### src/rtl/muldiv_pkg.sv
// muldiv_pkg: RV32M funct3 codes, multiply/divide FSM state encoding and
// the operation-class helper shared by the ex_muldiv slice.
package muldiv_pkg;

  localparam logic [2:0] MD_MUL    = 3'd0;
  localparam logic [2:0] MD_MULH   = 3'd1;
  localparam logic [2:0] MD_MULHSU = 3'd2;
  localparam logic [2:0] MD_MULHU  = 3'd3;
  localparam logic [2:0] MD_DIV    = 3'd4;
  localparam logic [2:0] MD_DIVU   = 3'd5;
  localparam logic [2:0] MD_REM    = 3'd6;
  localparam logic [2:0] MD_REMU   = 3'd7;

  typedef enum logic [1:0] {
    ST_IDLE = 2'd0,
    ST_BUSY = 2'd1,
    ST_DONE = 2'd2
  } md_state_t;

  // DIV/DIVU/REM/REMU all have funct3[2] set.
  function automatic logic is_div(input logic [2:0] funct3);
    return funct3[2];
  endfunction

endpackage

### src/rtl/md_div_core.sv
// md_div_core: one restoring-division step on unsigned magnitudes.
// Shifts the next dividend bit (quo MSB) into the partial remainder and
// subtracts the divisor when it fits, shifting the quotient bit into quo.
module md_div_core #(
  parameter int unsigned XLEN = 32
) (
  input  logic [XLEN-1:0] rem,
  input  logic [XLEN-1:0] quo,
  input  logic [XLEN-1:0] divisor,
  output logic [XLEN-1:0] rem_nxt,
  output logic [XLEN-1:0] quo_nxt
);

  logic [XLEN:0] shifted;

  // Trial subtract; the difference always fits XLEN bits since shifted < 2*divisor.
  always_comb begin
    shifted = {rem, quo[XLEN-1]};
    if (shifted >= {1'b0, divisor}) begin
      rem_nxt = shifted[XLEN-1:0] - divisor;
      quo_nxt = {quo[XLEN-2:0], 1'b1};
    end else begin
      rem_nxt = shifted[XLEN-1:0];
      quo_nxt = {quo[XLEN-2:0], 1'b0};
    end
  end

endmodule

### src/rtl/ex_muldiv.sv
// ex_muldiv: iterative RV32M multiply/divide unit for the EX stage.
// Works on operand magnitudes in unsigned 2*XLEN registers and applies the
// sign at the end. Optional macro MULDIV_FAST_MUL_EN makes MUL* single-cycle.
module ex_muldiv
  import muldiv_pkg::*;
#(
  parameter int unsigned XLEN  = 32,
  parameter int unsigned CNT_W = 6
) (
  input  logic            clk,
  input  logic            cpurst,
  input  logic            md_valid,
  input  logic [2:0]      md_funct3,
  input  logic [XLEN-1:0] md_op1,
  input  logic [XLEN-1:0] md_op2,
  input  logic            ex_hold,
  input  logic            flush,
  output logic            mult_stall,
  output logic [XLEN-1:0] md_result,
  output logic            md_result_valid,
  output logic            md_busy
);

  localparam logic [CNT_W-1:0] LAST_STEP = CNT_W'(XLEN - 1);
  localparam logic [XLEN-1:0]  MOST_NEG  = {1'b1, {(XLEN-1){1'b0}}};

  md_state_t          state;
  logic [CNT_W-1:0]   cnt;
  logic [2:0]         f_r;
  logic               neg_q, neg_r;
  logic [2*XLEN-1:0]  acc, acc_nxt, b_reg, b_nxt;
  logic [XLEN-1:0]    a_reg, a_nxt;
  logic               op1_signed, op2_signed, s1, s2;
  logic [XLEN-1:0]    mag1, mag2;
  logic               direct;
  logic [XLEN-1:0]    direct_val;
  logic [XLEN-1:0]    rem_step, quo_step;
  logic [XLEN-1:0]    final_res;

  // Sign-correct and select the architectural result from a magnitude result.
  // Multiply/quotient negate on differing signs; remainder follows the dividend.
  function automatic logic [XLEN-1:0] fin(input logic [2:0] f, input logic [2*XLEN-1:0] w,
                                          input logic nq, input logic nr);
    logic [2*XLEN-1:0] p;
    logic [XLEN-1:0]   q, r, res;
    p = nq ? -w : w;
    q = nq ? -w[XLEN-1:0] : w[XLEN-1:0];
    r = nr ? -w[2*XLEN-1:XLEN] : w[2*XLEN-1:XLEN];
    case (f)
      MD_MUL:                        res = p[XLEN-1:0];
      MD_MULH, MD_MULHSU, MD_MULHU:  res = p[2*XLEN-1:XLEN];
      MD_DIV, MD_DIVU:               res = q;
      default:                       res = r;
    endcase
    return res;
  endfunction

  // Operand decode: signedness, magnitudes and ops that finish without iterating.
  always_comb begin
    op1_signed = (md_funct3 == MD_MULH) || (md_funct3 == MD_MULHSU) ||
                 (md_funct3 == MD_DIV)  || (md_funct3 == MD_REM);
    op2_signed = (md_funct3 == MD_MULH) || (md_funct3 == MD_DIV) || (md_funct3 == MD_REM);
    s1   = op1_signed & md_op1[XLEN-1];
    s2   = op2_signed & md_op2[XLEN-1];
    mag1 = s1 ? -md_op1 : md_op1;
    mag2 = s2 ? -md_op2 : md_op2;
    direct     = 1'b0;
    direct_val = '0;
    if (is_div(md_funct3)) begin
      if (md_op2 == '0) begin
        direct     = 1'b1;
        direct_val = ((md_funct3 == MD_DIV) || (md_funct3 == MD_DIVU)) ? '1 : md_op1;
      end else if (((md_funct3 == MD_DIV) || (md_funct3 == MD_REM)) &&
                   (md_op1 == MOST_NEG) && (md_op2 == '1)) begin
        direct     = 1'b1;
        direct_val = (md_funct3 == MD_DIV) ? MOST_NEG : '0;
      end
    end
`ifdef MULDIV_FAST_MUL_EN
    else begin
      direct     = 1'b1;
      direct_val = fin(md_funct3, {{XLEN{1'b0}}, mag1} * {{XLEN{1'b0}}, mag2}, s1 ^ s2, s1);
    end
`endif
  end

  md_div_core #(.XLEN(XLEN)) u_div (
    .rem     (acc[2*XLEN-1:XLEN]),
    .quo     (acc[XLEN-1:0]),
    .divisor (b_reg[XLEN-1:0]),
    .rem_nxt (rem_step),
    .quo_nxt (quo_step)
  );

  // One radix-2 step: restoring divide on {rem,quo}, or shift-add multiply into acc.
  always_comb begin
    if (is_div(f_r)) begin
      acc_nxt = {rem_step, quo_step};
      b_nxt   = b_reg;
      a_nxt   = a_reg;
    end else begin
      acc_nxt = acc + (a_reg[0] ? b_reg : '0);
      b_nxt   = b_reg << 1;
      a_nxt   = a_reg >> 1;
    end
    final_res = fin(f_r, acc_nxt, neg_q, neg_r);
  end

  // Control FSM with datapath registers; flush wins over any new md_valid.
  always_ff @(posedge clk) begin
    if (cpurst) begin
      state           <= ST_IDLE;
      cnt             <= '0;
      md_result       <= '0;
      md_result_valid <= 1'b0;
      f_r             <= MD_MUL;
      neg_q           <= 1'b0;
      neg_r           <= 1'b0;
      acc             <= '0;
      b_reg           <= '0;
      a_reg           <= '0;
    end else if (flush) begin
      state           <= ST_IDLE;
      cnt             <= '0;
      md_result_valid <= 1'b0;
    end else begin
      case (state)
        ST_IDLE: begin
          if (md_valid) begin
            f_r   <= md_funct3;
            neg_q <= s1 ^ s2;
            neg_r <= s1;
            cnt   <= '0;
            acc   <= is_div(md_funct3) ? {{XLEN{1'b0}}, mag1} : '0;
            b_reg <= is_div(md_funct3) ? {{XLEN{1'b0}}, mag2} : {{XLEN{1'b0}}, mag1};
            a_reg <= mag2;
            if (direct) begin
              md_result       <= direct_val;
              md_result_valid <= 1'b1;
              state           <= ST_DONE;
            end else begin
              state <= ST_BUSY;
            end
          end
        end
        ST_BUSY: begin
          acc   <= acc_nxt;
          b_reg <= b_nxt;
          a_reg <= a_nxt;
          cnt   <= cnt + CNT_W'(1);
          if (cnt == LAST_STEP) begin
            md_result       <= final_res;
            md_result_valid <= 1'b1;
            state           <= ST_DONE;
          end
        end
        ST_DONE: begin
          if (!ex_hold) begin
            md_result_valid <= 1'b0;
            state           <= ST_IDLE;
          end
        end
        default: state <= ST_IDLE;
      endcase
    end
  end

  assign mult_stall = !cpurst && !flush &&
                      (((state == ST_IDLE) && md_valid) || (state == ST_BUSY));
  assign md_busy    = !cpurst && (state != ST_IDLE);

endmodule

### config.mk
export PLATFORM = sky130hd
export DESIGN_NAME = ex_muldiv
export DESIGN_NICKNAME = d
export VERILOG_FILES = /design/src/rtl/muldiv_pkg.sv /design/src/rtl/md_div_core.sv /design/src/rtl/ex_muldiv.sv
export SDC_FILE = /design/constraint.sdc
export NUM_CORES = 1
export LEC_CHECK = 0
export CORE_ASPECT_RATIO = 0.8
export CORE_MARGIN = 2
export CORE_UTILIZATION = 35
export CTS_CLUSTER_DIAMETER = 40
export DETAILED_ROUTE_END_ITERATION = 10
export PLACE_DENSITY = 0.5
export REMOVE_ABC_BUFFERS = 1
export SYNTH_ARGS = -nofsm -noshare
export SYNTH_HDL_FRONTEND = slang
export SYNTH_SLANG_ARGS = --single-unit
### constraint.sdc
create_clock -name clk -period 7.8 [get_ports clk]
set_input_delay 1.56 -clock clk [delete_from_list [all_inputs] [get_ports clk]]
set_output_delay 1.56 -clock clk [all_outputs]
set_load 0.02 [all_outputs]
* Word level (Yosys, flattened, before mapping)
Index checks and enable logic that the tools add are counted.
** Word-level totals
- Register bits :: 206
- Bits of input ports :: 72
- Output and inout bits :: 35
** Operators by class
- Add/subtract/negate cells :: 8
- $lt $le $gt $ge :: 1
- Equal/unequal tests :: 20
- Muxes and demuxes :: 44
- Bitwise logic cells :: 4
- Reductions and logical operators :: 32
** Operators with widths (count)
- $mux W32 :: 17
- $mux W64 :: 6
- $pmux W64 S2 :: 2
- $neg A32 Y32 :: 4
- $pmux W32 S2 :: 2
- $pmux W32 S3 :: 1
- $add A64 B64 Y64 :: 1
- $eq A32 B32 Y1 const B :: 2
- $neg A64 Y64 :: 1
- $ge A33 B32 Y1 :: 1
- $logic_not A32 Y1 :: 1
- $sub A32 B32 Y32 :: 1
- $eq A3 B3 Y1 const B :: 5
- $pmux W6 S2 :: 1
- $ne A2 B2 Y1 const B :: 5
- $reduce_and A5 Y1 :: 2
- $eq A3 B2 Y1 const B :: 3
- $reduce_and A3 Y1 :: 3
- $logic_or A1 B1 Y1 :: 8
- $mux W1 :: 8
- $mux W2 :: 4
- $add A6 B1 Y6 const B :: 1
- $eq A3 B1 Y1 const B :: 2
- $eq A6 B5 Y1 const B :: 1
- 18 further kinds :: 27

* Depth between registers and ports, before layout
Gate-level depths: netlist (run 1).
- Depth after elaboration :: 10
- Depth in mapped cells :: 23
- Depth with buffers taken out :: 21

* By module
A second synthesis (run 1) with hierarchy kept.
** Unflattened totals
- Cell total of the unflattened synthesis :: 3291
- Area, all modules :: 22551.6 um2
** By module, submodules not included
- ex_muldiv :: instances 1, cells an instance 2891, area each 19950.4 um2, seq. area each 4124.0 um2
- md_div_core :: instances 1, cells an instance 400, area each 2601.2 um2, seq. area each 0.0 um2

* Worst setup path before layout (run 1)
No wires, ideal clock.
- Kind :: reg-to-reg
- Start :: register b_reg[6]
- End :: register md_result[22]
- Setup time :: 0.091 ns
- Arrival :: 4.957 ns
- Data required time :: 7.709 ns
- Path slack :: 2.752 ns
- Cell stages (with the launch flop) :: 23
- Buffers on the path :: 1
- Cells stage by stage :: dfxtp_1 -> inv_1 -> ha_1 -> buf_2 -> a21o_1 -> a31oi_2 -> a2bb2oi_2 -> a311oi_2 -> nor2_2 -> a21boi_1 -> inv_1 -> ha_1 -> nor4b_1 -> nand3_1 -> nor4_1 -> nand4b_1 -> nor4_2 -> and4_1 -> nand2_1 -> o41ai_1 -> xnor2_1 -> a21oi_1 -> a311oi_1
** Between the ends
- Longest elaborated chain between the ends :: 8
- Elaborated cells on any way between the ends :: 16
- Those cells by class :: 5 x add/sub; 1 x order compare; 10 x mux
** RTL lines
- start, declared :: RTL line ex_muldiv.sv:31 : logic [2*XLEN-1:0] acc, acc_nxt, b_reg, b_nxt;
- start signal, assigned :: RTL line ex_muldiv.sv:135 : b_reg <= is_div(md_funct3) ? {{XLEN{1'b0}}, mag2} : {{XLEN{1'b0}}, mag1};
- start signal, assigned :: RTL line ex_muldiv.sv:148 : b_reg <= b_nxt;
- $mux W64 (tied with other cells) :: RTL line ex_muldiv.sv:102 : acc_nxt = acc + (a_reg[0] ? b_reg : '0);
- $add A64 B64 Y64 (tied with other cells) :: RTL line ex_muldiv.sv:102
- $mux W64 (*) :: RTL line ex_muldiv.sv:97 : if (is_div(f_r)) begin
- $neg A64 Y64 (tied with other cells) :: RTL line ex_muldiv.sv:46 : p = nq ? -w : w;
- $mux W64 (tied with other cells) :: RTL line ex_muldiv.sv:46
- $pmux W32 S3 (*) :: RTL line ex_muldiv.sv:49 : case (f)
- $mux W32 (*) :: RTL line ex_muldiv.sv:151 : if (cnt == LAST_STEP) begin
- $pmux W32 S2 (*) :: RTL line ex_muldiv.sv:127 : case (state)
- end signal, assigned :: RTL line ex_muldiv.sv:138 : md_result <= direct_val;
- end signal, assigned :: RTL line ex_muldiv.sv:152 : md_result <= final_res;
- end, declared :: RTL line ex_muldiv.sv:19 : output logic [XLEN-1:0] md_result,
Every way passes the cells marked *; elsewhere a longest branch is shown, timed or not. The select of a mux whose other input is x is not followed.
A chain may end at the register's enable or synchronous reset.

* Worst setup path after layout (run 1)
- Start :: register b_reg[20]
- End :: register md_result[8]
** Between the ends
- Longest elaborated chain between the ends :: 8
- Elaborated cells on any way between the ends :: 15
- Those cells by class :: 4 x add/sub; 1 x order compare; 10 x mux
** RTL lines (RTL line)
- $mux W64 / $ge A33 B32 Y1 (equally long branches) :: ex_muldiv.sv:102, md_div_core.sv:19
- $add A64 B64 Y64 (tied with other cells) :: ex_muldiv.sv:102
- $mux W64 (*) :: ex_muldiv.sv:97
- $neg A64 Y64 (tied with other cells) :: ex_muldiv.sv:46
- $mux W64 (tied with other cells) :: ex_muldiv.sv:46
- $pmux W32 S3 (*) :: ex_muldiv.sv:49
- $mux W32 (*) :: ex_muldiv.sv:151
- $pmux W32 S2 (*) :: ex_muldiv.sv:127
Marks and branches as above.

==> results.yml, run 1 <==
finish:
  design_area_sq_um: 25400
  utilization: 0.409
  area_delta_synth_final_pct: 16.1
  fin_nets: 3292
  num-fill-cells: 6548
  drive_above_1_share: 0.0759
clock_network:
  htreeDepth: 2
  clkLatencyLatePin_ps: 630
  cts_setup_buffers: 0
  cts_hold_repair.buffers: 0
  clk_path_buf_depth: 3
  clk_pin_slew_ps: 50
  clockRootBuffer: "clkbuf_16"
  numCtsBuffers: 51
  cts_tree: "yes"
  clock_sinks: 206
  cts_resized: 0
sta:
  worstMarginPinSlew_ps: 1340
  tns_ps: 0
  final-setup-viol-count: 0
  final.min_clock_period_ps: 7490
  maxSlewViolCount: 0
  hold_violations: 0
  fmaxAchievable_mhz: 134
  relSlewSlack: 0.100
  fin_crit_sh: 0.960
  rsz0062_at_grt: "false"
  clock_skew_ps: 61.4
  holdWs_ps: 448
detailed_routing:
  viasPerCell: 6.42
  postRouteAntennaNets: 0
  drc: 0
  dr.pass1.iters: 6
  drt-total-wl_microns: 115000
  vias: 25700
  wire_per_inst_microns: 28.8
  dr.first_iter.drc_count: 3631
critical_path:
  crit_family: "simple AND/OR/NAND/NOR gates"
  critPathArrivalTime_ps: 8000
  cp_max_fo: 7
  cp.buffers_inverters: 3
  slowest_delay_ps: 580
  slowest_stage: "nor4b_1"
  critPathRequiredTime_ps: 8320
  path_cells: "inv_1, ha_1, a21oi_1, o21ai_0, a22oi_1, nand3_1, nor2_2, a21boi_1, inv_1, ha_1, nor4b_1, nand3_1, nor4_1, nand4b_1, nor4_2, buf_4, and4_1, nand2_1, o21ai_1, xnor2_1, a221o_1, a311oi_1"
  start_kind: "register"
  crit_type: "register to register"
  end_kind: "register"
die:
  start_util: 0.352
  die_h_microns: 228
  die_area_sq_um: 64600
  core_area_sq_um: 62300
  io_pins: 107
  rows: 82
  fp.dieW_microns: 284
global_route:
  grt-ovfl-total: 0
  grtUsageTotal: 0.342
  grt_pass1_wl_microns: 166000
  grt_pass1_vias: 23200
  grt_antenna_before_repair: 8
  grt_max_degree: 124
synth:
  synthArstFlopShare: 0
  yosys-top-cells-area: "dfxtp_1, a21oi_1, nor2_1, ha_1, nand2_1"
  synth_top_area_cell: "dfxtp_1"
  synth_edf_count: 0
  synth_seq_cells: 206
  synth_cell_types: 106
  yosys-top-cells-count: "nor2_1, nand2_1, a21oi_1"
  yosys_warnings: 0
  ys.flop_type: "dfxtp_1"
  yosysTopAreaCellShare: 0.188
  syn_inst: 3117
  avgSynthCellArea_sq_um: 7.03
  ys_seq_area_frac: 0.188
  yosysMostFrequentCell: "nor2_1"
  synthesis.area_sq_um: 21900
worst_hold_path:
  min_path_type: "register to register"
power_and_ir_drop:
  cellPowerDensity_nw_per_um2: 180
  leakage_nw: 9.31
  worst_ir_drop_vdd_mv: 0.139
placed_design:
  io_buffers: 106
  placed_area_sq_um: 23600
  place_congestion: 1.03
  hpwl_microns: 90200
flow_run:
  maxCapViolations: 0
outcome:
  status: "complete, no violations"
routing by layer:
metal	up-vias	track usage	routed length [microns]
met5	-	0	14
met2	1358	0.488	46600
met1	12500	0.499	52800
met3	184	0.0918	12400
met4	4	0.0926	3350
li1	11600	-	-
power by group:
part | leakage (nW) | total [mW] | internal [mW] | switching [mW]
combinational | 6.75 | 1.12 | 0.349 | 0.771
sequential | 1.68 | 1.17 | 1.10 | 0.0688
clock | 0.882 | 2.30 | 1.50 | 0.795
cell families after synthesis:
family / after synthesis / share of synthesized area
simple gates: 1194 / 0.268
compound gates: 1067 / 0.323
buf+inv: 297 / 0.0563
flops: 206 / 0.188
xor+xnor: 179 / 0.0716
fa+ha+maj: 103 / 0.0595
mux: 71 / 0.0333
worst register-to-register path, stage by stage (launching register included):
cell	delay [ps]
dfxtp_1	520
inv_1	140
ha_1	400
a21oi_1	340
o21ai_0	270
a22oi_1	220
nand3_1	290
nor2_2	320
a21boi_1	210
inv_1	240
ha_1	210
nor4b_1	580
nand3_1	200
nor4_1	470
nand4b_1	340
nor4_2	360
buf_4	210
and4_1	420
nand2_1	210
o21ai_1	490
xnor2_1	230
a221o_1	460
a311oi_1	260
layout make-up:
type,count,area (sq um),area share
Antenna cell,2,5.00,0.000197
Clock buffer,59,1370,0.0537
Clock inverter,37,468,0.0184
Inverter,79,297,0.0117
Multi-Input combinational cell,2614,16600,0.653
Sequential cell,206,4130,0.162
Tap cell,840,1050,0.0413
Timing Repair Buffer,165,1510,0.0595
final timing paths:
path | from | to | slack [ps] | cells after the start
worst min-delay path | b_reg[46] | b_reg[47] | 450 | 2
worst max-delay path | b_reg[20] | md_result[8] | 310 | 22
worst min register to register | b_reg[46] | b_reg[47] | 450 | 2
worst max register to register | b_reg[20] | md_result[8] | 310 | 22
cells in the final DEF, fill, tap and decap left out, drive strengths merged, types with 11 or more instances in the layout:
cell             n
mux2i           55
mux2            16
a21o            36
a211oi         141
o41ai           12
nor2           359
clkdlybuf4s50  104
and3            28
buf             61
a22oi           33
o31ai           45
o21ai          224
nand3           92
inv             86
nand2          283
xnor2          116
o211ai          39
o221ai          25
xor2            63
nor2b           39
or3             36
a21oi          277
nand4           75
and2            85
nor3            83
and4            14
o21bai          11
nor4            28
clkbuf          59
ha             101
a311oi          21
a31oi           37
dfxtp          206
a211o           12
clkinv          17
nand2b          15
o21a            27
or4             13
a21boi          14
a221oi          21
metrics by stage:
step	setup slack [ps]	instances	power [mW]
after global routing	55.4	4000	4.73
after CTS	591	4000	4.57
after global placement	541	3904	2.26
final	314	4002	4.59
after floorplan	-5210	2899	1.77
after detailed placement	655	3904	2.26
No activity file was read; power rests on OpenSTA's default activity.
==> run 2: changes to the inputs <==
Settings changed: CELL_PAD_IN_SITES_DETAIL_PLACEMENT set to 1, CELL_PAD_IN_SITES_GLOBAL_PLACEMENT set to 2, CORE_UTILIZATION 35 to 33, PLACE_DENSITY 0.5 to 0.78.
Clock period 7.8 ns to 6.6 ns, I/O delays scaled along.
==> run 2 against run 1 <==
Against the previous run:
- clock skew shrank 18 ps
- global-route usage up 2.4 points
- non-clock buffer count grew 89
- combinational power rose by 26%
- core utilization shrank 0.80 points
- critical path depth shrank 6
- worst hold slack gained 15 ps
- die area is 6.0% higher
- largest power group unchanged
- total power increased by 23%
- cell count increased by 3.0%
- sequential share of layout area shrank 0.52 points
- first-iteration DRC count fell by 22%
==> results.yml, run 2 (synthesis results as in run 1) <==
outcome:
  status: "complete, no violations"
finish:
  mostFrequentLayoutCells: "nor2_1, nand2_1, a21oi_1"
  fin_nets: 3387
  num-fill-cells: 8069
  multi_input_area_sq_um: 16700
  regArea_sq_um: 4130
  design_area_sq_um: 26300
  final_common_cell: "nor2_1"
  drive_above_1_share: 0.105
  area_delta_synth_final_pct: 20.1
worst_hold_path:
  min_path_type: "register to register"
die:
  start_util: 0.334
  core_area_sq_um: 65700
  io_pins: 107
  die_h_microns: 234
  fp.dieW_microns: 292
  die_area_sq_um: 68500
  rows: 84
detailed_routing:
  drc: 0
  dr.first_iter.drc_count: 2823
  dr.pass1.iters: 6
  postRouteAntennaNets: 0
  drt-total-wl_microns: 129000
  viasPerCell: 6.47
  vias: 26700
  wire_per_inst_microns: 31.2
clock_network:
  numCtsBuffers: 57
  clockRootBuffer: "clkbuf_16"
  cts_tree: "yes"
  htreeDepth: 2
  clk_path_buf_depth: 3
  cts_setup_buffers: 0
  clock_sinks: 206
  clk_pin_slew_ps: 50
  clkLatencyLatePin_ps: 640
critical_path:
  crit_type: "register to register"
  end_kind: "register"
  cp_max_fo: 24
  start_kind: "register"
  critPathRequiredTime_ps: 7140
  critPathArrivalTime_ps: 6890
flow_run:
  maxCapViolations: 0
sta:
  maxSlewViolCount: 0
  holdWs_ps: 464
  final-setup-viol-count: 0
  relSlewSlack: 0.00352
  final.min_clock_period_ps: 6350
  clock_skew_ps: 43.2
  hold_violations: 0
  worstMarginPinSlew_ps: 1490
  fin_crit_sh: 0.963
  rsz0062_at_grt: "false"
  fmaxAchievable_mhz: 157
global_route:
  grtUsageTotal: 0.365
  grt_pass1_vias: 25800
  grt_max_degree: 99
  grt_antenna_before_repair: 5
  grt-ovfl-total: 0
  grt_pass1_wl_microns: 185000
power_and_ir_drop:
  leakage_nw: 9.80
  cellPowerDensity_nw_per_um2: 214
  worst_ir_drop_vdd_mv: 0.199
placed_design:
  placed_area_sq_um: 24300
  hpwl_microns: 102000
  place_congestion: 1.06
  io_buffers: 106
==> run 2: changes by cell type in the layout (fill, tap and decap cells not counted), moves of 2 or more <==
cell,change
inv_6,+3
clkinv_4,-3
bufinv_16,-3
clkbuf_8,-2
nor4b_1,-2
clkinv_2,+3
buf_4,+88
a2111oi_0,-2
clkbuf_1,+4
clkbuf_16,+7
nor4b_2,+2
clkinvlp_4,+3
==> run 2: cell type report <==
class,instances,area share
diodes,1,0.0000951
clock buffers,68,0.0581
clock inverters,40,0.0158
inverters,79,0.0113
multi-input cells,2614,0.633
flip-flops and latches,206,0.157
well taps,860,0.0409
repair buffers,254,0.0834
==> run 2: worst max-delay path: stages, from the launching register on <==
cell	delay [ps]
dfxtp_4	580
buf_4	370
and2_1	380
ha_1	410
a21oi_1	280
o21ai_1	240
or3_1	360
o211ai_1	390
o311ai_0	420
nor3b_2	440
nand4_1	340
nor3_1	590
nand3_1	250
o41ai_1	620
xor2_1	190
a21oi_1	80
o32ai_1	300
==> run 2: worst paths after layout <==
path,startpoint,cells after the start,end,slack (ps)
max,a_reg[0],16,md_result[25],250
min,b_reg[59],2,b_reg[59],460
max reg2reg,a_reg[0],16,md_result[25],250
min reg2reg,b_reg[59],2,b_reg[59],460
==> run 2: metal layers <==
| metal | GRT usage | vias up | part of all wire |
|---|---|---|---|
| li1 | - | 11800 | - |
| met1 | 0.524 | 13400 | 0.46 |
| met2 | 0.524 | 1247 | 0.40 |
| met3 | 0.0852 | 230 | 0.097 |
| met4 | 0.137 | 6 | 0.040 |
| met5 | 0.00976 | - | 0.00091 |
==> run 2: per-stage QoR <==
step	util	cells	setup slack, ps	total power [mW]	TNS, ps
finish	0.401	4122	245	5.62	0
global route	0.400	4121	4.81	5.79	0
CTS	0.400	4121	53.3	5.59	0
detailed placement	0.370	4013	-568	2.73	-8740
global placement	0.370	4013	-678	2.72	-11130
floorplan	-	2899	-6410	2.09	-583370
==> run 2: timing repair <==
item	in CTS	in global routing
gates cloned	0	0
hold buffers	0	0
gates resized for setup	7	4
endpoints found under the setup margin	31	26
==> run 2: power breakdown <==
part | total (mW) | switching [mW] | internal, mW | leakage (nW)
clock | 2.85 | 1.03 | 1.83 | 0.930
combinational | 1.41 | 0.969 | 0.440 | 7.19
sequential | 1.36 | 0.0595 | 1.30 | 1.68
